### src/rtl/icdf_interp_pipe.sv
`default_nettype none
// +----------------------------------------------------------------------------+
// | icdf_interp_pipe : 3-stage inverse-CDF with a loadable half table,         |
// |                    odd symmetry and linear interpolation.                  |
// | Revision : 1.0                                                             |
// +----------------------------------------------------------------------------+
module icdf_interp_pipe #(
  parameter int IN_W   = 32,
  parameter int ADDR_W = 6,
  parameter int FRAC_W = 8,
  parameter int OUT_W  = 16
) (
  input  logic              clk,
  input  logic              rst_n,
  input  logic              in_valid,
  output logic              in_ready,
  input  logic [IN_W-1:0]   cdf,
  output logic              out_valid,
  input  logic              out_ready,
  output logic [OUT_W-1:0]  icdf,
  input  logic              cfg_we,
  input  logic [ADDR_W:0]   cfg_addr,
  input  logic [OUT_W-2:0]  cfg_data
);

  localparam int              c_DEPTH    = 1 << ADDR_W;
  localparam int              c_IDX_W    = ADDR_W + FRAC_W;
  localparam int              c_PROD_W   = OUT_W - 1 + FRAC_W;
  localparam logic [ADDR_W:0] c_MAX_ADDR = (ADDR_W + 1)'(c_DEPTH);

  logic [OUT_W-2:0] r_table [c_DEPTH+1];

  logic               w_en;
  logic [c_IDX_W-1:0] w_field;
  logic [c_IDX_W-1:0] w_x;
  logic [ADDR_W:0]    w_k;
  logic [ADDR_W:0]    w_k_next;
  logic [FRAC_W-1:0]  w_f;

  logic               r_s1_valid;
  logic               r_s1_s;
  logic [OUT_W-2:0]   r_s1_hi;
  logic [OUT_W-2:0]   r_s1_lo;
  logic [FRAC_W-1:0]  r_s1_f;

  logic [OUT_W-1:0]   w_diff;
  logic [OUT_W-2:0]   w_d;
  logic [c_PROD_W-1:0] w_prod;

  logic               r_s2_valid;
  logic               r_s2_s;
  logic [OUT_W-2:0]   r_s2_t;
  logic [c_PROD_W-1:0] r_s2_prod;

  logic [OUT_W-2:0]   w_scaled;
  logic [OUT_W-2:0]   w_m;
  logic [OUT_W-1:0]   w_mag;
  logic [OUT_W-1:0]   w_icdf;

  logic               r_s3_valid;
  logic [OUT_W-1:0]   r_icdf;

  // Whole pipeline advances in lockstep; a stalled output freezes every stage.
  assign w_en      = !r_s3_valid || out_ready;
  assign in_ready  = w_en;
  assign out_valid = r_s3_valid;
  assign icdf      = r_icdf;

  // Upper half mirrors onto the lower half by complementing the fraction bits.
  assign w_field  = cdf[IN_W-2 -: c_IDX_W];
  assign w_x      = cdf[IN_W-1] ? ~w_field : w_field;
  assign w_k      = {1'b0, w_x[c_IDX_W-1 -: ADDR_W]};
  assign w_k_next = w_k + (ADDR_W + 1)'(1);
  assign w_f      = w_x[FRAC_W-1:0];

  if (IN_W - 1 > c_IDX_W) begin : g_lsbs
    logic w_unused_lsbs;
    assign w_unused_lsbs = ^cdf[IN_W-2-c_IDX_W:0];
  end

  always_ff @(posedge clk or negedge rst_n) begin
    if (!rst_n) begin
      for (int i = 0; i <= c_DEPTH; i++) begin
        r_table[i] <= '0;
      end
    end else if (cfg_we && (cfg_addr <= c_MAX_ADDR)) begin
      r_table[cfg_addr] <= cfg_data;
    end
  end

  // A rising table segment would give a negative slope; treat it as flat.
  assign w_diff = {1'b0, r_s1_hi} - {1'b0, r_s1_lo};
  assign w_d    = w_diff[OUT_W-1] ? '0 : w_diff[OUT_W-2:0];
  assign w_prod = c_PROD_W'(w_d) * c_PROD_W'(r_s1_f);

  assign w_scaled = (OUT_W - 1)'(r_s2_prod >> FRAC_W);
  assign w_m      = r_s2_t - w_scaled;
  assign w_mag    = {1'b0, w_m};
  assign w_icdf   = r_s2_s ? w_mag : ('0 - w_mag);

  always_ff @(posedge clk or negedge rst_n) begin
    if (!rst_n) begin
      r_s1_valid <= 1'b0;
      r_s1_s     <= 1'b0;
      r_s1_hi    <= '0;
      r_s1_lo    <= '0;
      r_s1_f     <= '0;
      r_s2_valid <= 1'b0;
      r_s2_s     <= 1'b0;
      r_s2_t     <= '0;
      r_s2_prod  <= '0;
      r_s3_valid <= 1'b0;
      r_icdf     <= '0;
    end else if (w_en) begin
      r_s1_valid <= in_valid;
      r_s1_s     <= cdf[IN_W-1];
      r_s1_hi    <= r_table[w_k];
      r_s1_lo    <= r_table[w_k_next];
      r_s1_f     <= w_f;
      r_s2_valid <= r_s1_valid;
      r_s2_s     <= r_s1_s;
      r_s2_t     <= r_s1_hi;
      r_s2_prod  <= w_prod;
      r_s3_valid <= r_s2_valid;
      r_icdf     <= w_icdf;
    end
  end

endmodule
`default_nettype wire
### config.mk
export PLATFORM = sky130hd
export DESIGN_NAME = icdf_interp_pipe
export DESIGN_NICKNAME = d
export VERILOG_FILES = /design/src/rtl/icdf_interp_pipe.sv
export SDC_FILE = /design/constraint.sdc
export NUM_CORES = 2
export LEC_CHECK = 0
export ABC_AREA = 1
export ABC_CLOCK_PERIOD_IN_PS = 6100
export CORE_ASPECT_RATIO = 0.5
export CORE_MARGIN = 1.5
export CORE_UTILIZATION = 55
export CTS_CLUSTER_SIZE = 30
export DETAILED_ROUTE_END_ITERATION = 8
export PLACE_DENSITY = 0.67
export RECOVER_POWER = 25
export SETUP_SLACK_MARGIN = 0.2
export SLEW_MARGIN = 10
export SYNTH_ARGS = -nofsm -noshare
export SYNTH_HDL_FRONTEND = slang
export SYNTH_SLANG_ARGS = --single-unit
### constraint.sdc
create_clock -name clk -period 6.1 [get_ports clk]
set_input_delay 0.61 -clock clk [delete_from_list [all_inputs] [get_ports clk]]
set_output_delay 0.61 -clock clk [all_outputs]
set_load 0.1 [all_outputs]
Word level (Yosys, flattened, before mapping)
Cells that the tools add are included.
W data, S select, Z words.

word-level totals
  bits in registers = 1072
  output and inout port bits = 18

cells by class
  add/sub/neg operators = 4
  multiply operators = 1
  order comparisons = 5
  muxes and demuxes = 12
  bitwise logic cells = 4
  reductions and logical operators = 4

operators with widths
  operator                 number
  $bwmux W975              1
  $bmux W15 S7             2
  $demux W15 S7            1
  $mux W15                 6
  $ge A8 B8 Y1 const B     3
  $mul A15 B8 Y23          1
  $mux W16                 1
  $not A7 Y8               2
  $sub A1 B15 Y16 const A  1
  $sub A15 B15 Y16         1
  $sub A15 B15 Y15         1
  $mux W14                 1
  $not A14 Y14             1
  $lt A8 B1 Y1 const B     1
  $not A6 Y8               1
  $add A6 B1 Y7 const B    1
  $le A7 B7 Y1 const B     1
  $logic_and A1 B1 Y1      2
  $logic_not A1 Y1         1
  $logic_or A1 B1 Y1       1

Longest topological paths before layout
  depth in word-level cells = 7
  mapped depth = 34

Worst setup path before layout
OpenSTA, ideal clock, no wires.

  path type = reg2reg
  start = register r_s1_hi[0]
  end = register r_s2_prod[21]
  library setup time = 0.118 ns
  arrival time = 5.504 ns
  required time = 5.982 ns
  slack = 0.478 ns
  cell stages (with the launch flop) = 29
  path buffers = 0
  clock period less this slack = 5.622 ns
  cells stage by stage = dfrtp_1 inv_1 ha_1 inv_1 fa_1 nand3_1 nand2_1 a21oi_1 inv_1 nand3_1 nand2_1 nand4_1 o211ai_1 or2_2 nand3_1 nor2_1 fa_1 fa_1 fa_1 fa_1 ha_1 a21oi_1 inv_1 a31oi_1 nor2_1 a2111oi_0 nand3_1 nand3_1 nand2_1

on the way
  cells in the longest elaborated chain, start to end = 3

RTL lines
  item                      RTL line  source
  start: declaration        42        logic [OUT_W-2:0] r_s1_hi;
  start signal: assignment  117       r_s1_hi <= r_table[w_k];
  $sub A15 B15 Y16          92        assign w_diff = {1'b0, r_s1_hi} - {1'b0, r_s1_lo};
  $mux W15                  93        assign w_d = w_diff[OUT_W-1] ? '0 : w_diff[OUT_W-2:0];
  $mul A15 B8 Y23           94        assign w_prod = c_PROD_W'(w_d) * c_PROD_W'(r_s1_f);
  end signal: assignment    123       r_s2_prod <= w_prod;
  end: declaration          53        logic [c_PROD_W-1:0] r_s2_prod;

Every way passes these cells.
A chain may end at the register's enable or synchronous reset.

Worst setup path after layout
Same ends and word-level chain as after synthesis.

==> metrics.md <==
| Metric | Value |
|---|---|
| Port buffer count | just under 60 |
| Status | complete, but fails checks |
| Max VDD drop | about 500 uV |
| Hold_ws | 383 ps |
| Worst skew pair latency | roughly 730 ps |
| Failing checks | design-rule violations, max-capacitance violations, max-slew violations |
| CP max stage cell | fa_1 |
| Area of the core | 111000 sq um |
| Clk slew on worst S/H paths | roughly 70 ps |
| Top_reg_cell synth | dfrtp_1 |
| Area after DPL | between 60000 and 70000 sq um |
| Number of distinct library cells after synthesis | 54 |
| Vias per cell | between 6 and 7 |
| Slew Limit Fails | 438 |
| Max-cap viol count | 6 |
| Final RePlAce weighted congestion | 0.950 |
| Layout cell share with drive strength beyond 1 | 0.0681 |
| Unrepaired setup endpoints after global routing | true |
| Area Overhead vs Synth | 7.88% |
| Setup Skew | 20.8 ps |
| Row cnt | between 80 and 90 |
| Max clock buf depth | 3 |
| TritonCTS buffer count | 99 |
| Worst setup EP type | register |
| Mapped Cells | about 8100 |
| Post-synth EDFFs | 0 |
| Synth async-reset ratio | 1.00 |
| Synth Net Count | 8278 |
| Largest cells by area after synthesis | dfrtp_1, o21ai_0, nand2_1 |
| Top post-synthesis cells by count | nand2_1, o21ai_0, dfrtp_1 |
| Peak Freq | 174 MHz |
| Pin count of the biggest net entering global routing | between 200 and 250 |
| Total track usage | 0.378 |
| Cell Area, Synth | 61600 sq um |
| HPWL after DPL | between 100000 and 150000 um |
| Final setup violation count | 0 |
| CP Class | register to register |
| First-pass GRT wire length | 331000 um |
| Layout Cells excl Fill | slightly above 9000 |
| Fin area | around 66000 sq um |
| Vias | approximately 60000 |
| Met2 wire len | about 91000 um |
| TritonRoute pass-1 iters | 9 |
| Data required, critical path | approximately 6700 ps |
| DIE WIDTH | between 400 and 500 um |
| Final wirelength | roughly 220000 um |
| Leak Pwr | 29.4 nW |
| DP Cell Count | 9057 |
| Most numerous cell in the Yosys netlist | nand2_1 |
| Clk sinks | around 1100 |
| Full die area | 114000 sq um |
| Synth top area share | 0.432 |
| Worst min path class | primary input to register |
| Final Hold Vio Count | 0 |
| Starting Density | 0.557 |
| Layout Nets | between 7000 and 8000 |
| Tmin final | between 5000 and 6000 ps |
| Vias in the first global route | 54234 |
| Max layer used | met5 |
| Slew margin rel. | -0.848 |
| Die Ht | between 200 and 250 um |
| DR WL met3 | 28700 um |
| I/O pins | 77 |
| CTS tree | done |
| Yosys warnings | 0 |
| Least-Margin Pin Slew | 2770 ps |
| Max stage delay on crit path | 570 ps |
| Post-synth top area cell | dfrtp_1 |
| Antenna violations before repair | 11 |
| Sequential fraction of the synthesis area | 0.432 |
| CP Max Fanout | 4 |
| Starting DRC count in detailed routing | about 9000 |
| Most used cell, CP | fa_1 |
| Routed len/inst | between 20 and 25 um |
| P per Cell Area | 424 nW/um^2 |
| Startpoint Class | register |
| DRT antenna net count | 0 |
| Part of the cycle the worst path needs | 0.941 |
| DRC errors left | 5 |
| #FFs+latches synth | roughly 1100 |
| Clock root buffer | clkbuf_16 |
| Metal-1 WL | slightly above 90000 um |
| Syn Area/Cell | between 7 and 8 sq um |
| Critical Path AT | about 6300 ps |
| CTS H-Tree Depth | 3 |
| GRT overflow | 0 |
| Setup Total Neg Slack | 0 ps |
==> through the flow <==
step | total power, W | worst slack (ps) | util
3_5_place_dp | 0.0208 | 84.3 | 0.568
6_report | 0.0281 | 361 | 0.601
4_1_cts | 0.0276 | 186 | 0.600
2_1_floorplan | 0.0170 | 478 | -
3_3_place_gp | 0.0206 | 24.5 | 0.568
5_1_grt | 0.0301 | 133 | 0.601
==> placed cells by master (no fill, tap or decap), drive strengths merged <==
cell type      netlist  layout
o21ai             1807    1807
nand2             1802    1802
dfrtp             1064    1064
nor2               686     686
inv                442     444
nand3              364     364
o221ai             323     323
o211ai             185     185
buf                180     175
clkbuf             566     152
a21oi              139     139
or2                 83      83
fa                  79      79
a31oi               75      75
ha                  71      71
clkdlybuf4s50        0      57
o31ai               44      44
o22ai               36      36
nand4               26      26
xnor2               25      25
xor2                23      23
clkinv               1      22
nor3                16      16
bufinv               0      11
nor4                 7       7
clkinvlp             0       6
a21o                 5       5
o21bai               5       5
a41oi                4       4
a22oi                3       3
o311ai               2       2
diode                0       1
nor3b                1       1
a2111oi              1       1
a21boi               1       1
nand3b               1       1
o21a                 1       1
and2                 1       1
dlygate4sd3          0       1
==> where the power goes <==
part           internal, W  leakage (nW)  switching [W]
sequential         0.00768          14.5       0.000451
combinational      0.00457          13.2        0.00867
clock              0.00381          1.70        0.00298
==> logic make-up (layout without fill, tap and decap cells) <==
logic type / Yosys count / count (layout) / share of synthesized area
AO/OA/AOI/OAI: 2631 / 2631 / 0.247
XOR/XNOR: 48 / 48 / 0.00780
flip-flops: 1064 / 1064 / 0.432
AND/OR/NAND/NOR: 2987 / 2987 / 0.196
buffers and inverters: 1189 / 868 / 0.0771
other: 0 / 1 / 0
adder cells (fa/ha/maj): 150 / 150 / 0.0401
==> sequential cells by signal (all words and copies together), names as in the netlist <==
signal / count
r_s2_prod: 15
r_table: 975
r_s1_s: 1
icdf: 16
r_s1_valid: 1
r_s2_t: 15
r_s2_s: 1
r_s2_valid: 1
r_s1_f: 8
r_s1_hi: 15
out_valid: 1
r_s1_lo: 15
==> routing by layer <==
metal	track usage	vias to the layer above
met3	0.122	525
met1	0.531	28282
met2	0.544	3418
met5	0.0101	-
met4	0.139	16
li1	-	26618
==> area by class of cell <==
| type | instances | area (sq um) |
|---|---|---|
| Timing Repair Buffer | 244 | 2260 |
| Clock inverter | 40 | 543 |
| Fill cell | 9902 | 44100 |
| Multi-Input combinational cell | 5816 | 30500 |
| Tap cell | 1496 | 1870 |
| Sequential cell | 1064 | 26600 |
| Inverter | 443 | 1700 |
| Antenna cell | 1 | 2.50 |
| Clock buffer | 141 | 2920 |
==> worst max-delay path, delay by kind of cell, from the launching register on <==
family	cells	cell delay, ps
buffers and inverters	5	420
and+or+nand+nor	11	980
DFF	1	400
AOI/OAI and AO/OA	5	980
adders and majority gates	7	2820
==> worst paths after layout <==
kind	depth (start not counted)	endpoint	from	slack, ps
min	3	r_s1_s	cdf[31]	380
min in group asynchronous	2	r_table[200]	rst_n	1310
max reg2reg	28	r_s2_prod[21]	r_s1_hi[0]	360
min reg2reg	2	out_valid	r_s2_valid	470
max in group asynchronous	4	r_table[821]	rst_n	1410
max	28	r_s2_prod[21]	r_s1_hi[0]	360
==> what timing repair did <==
item	CTS	global route
pin swaps	0	19
gates resized for setup	3	58
buffers inserted	0	5
gates cloned	0	0
hold buffers	1	0
setup endpoints to repair	3	10
hold endpoints to repair	3	0
Power figures use the tool's default switching activity.
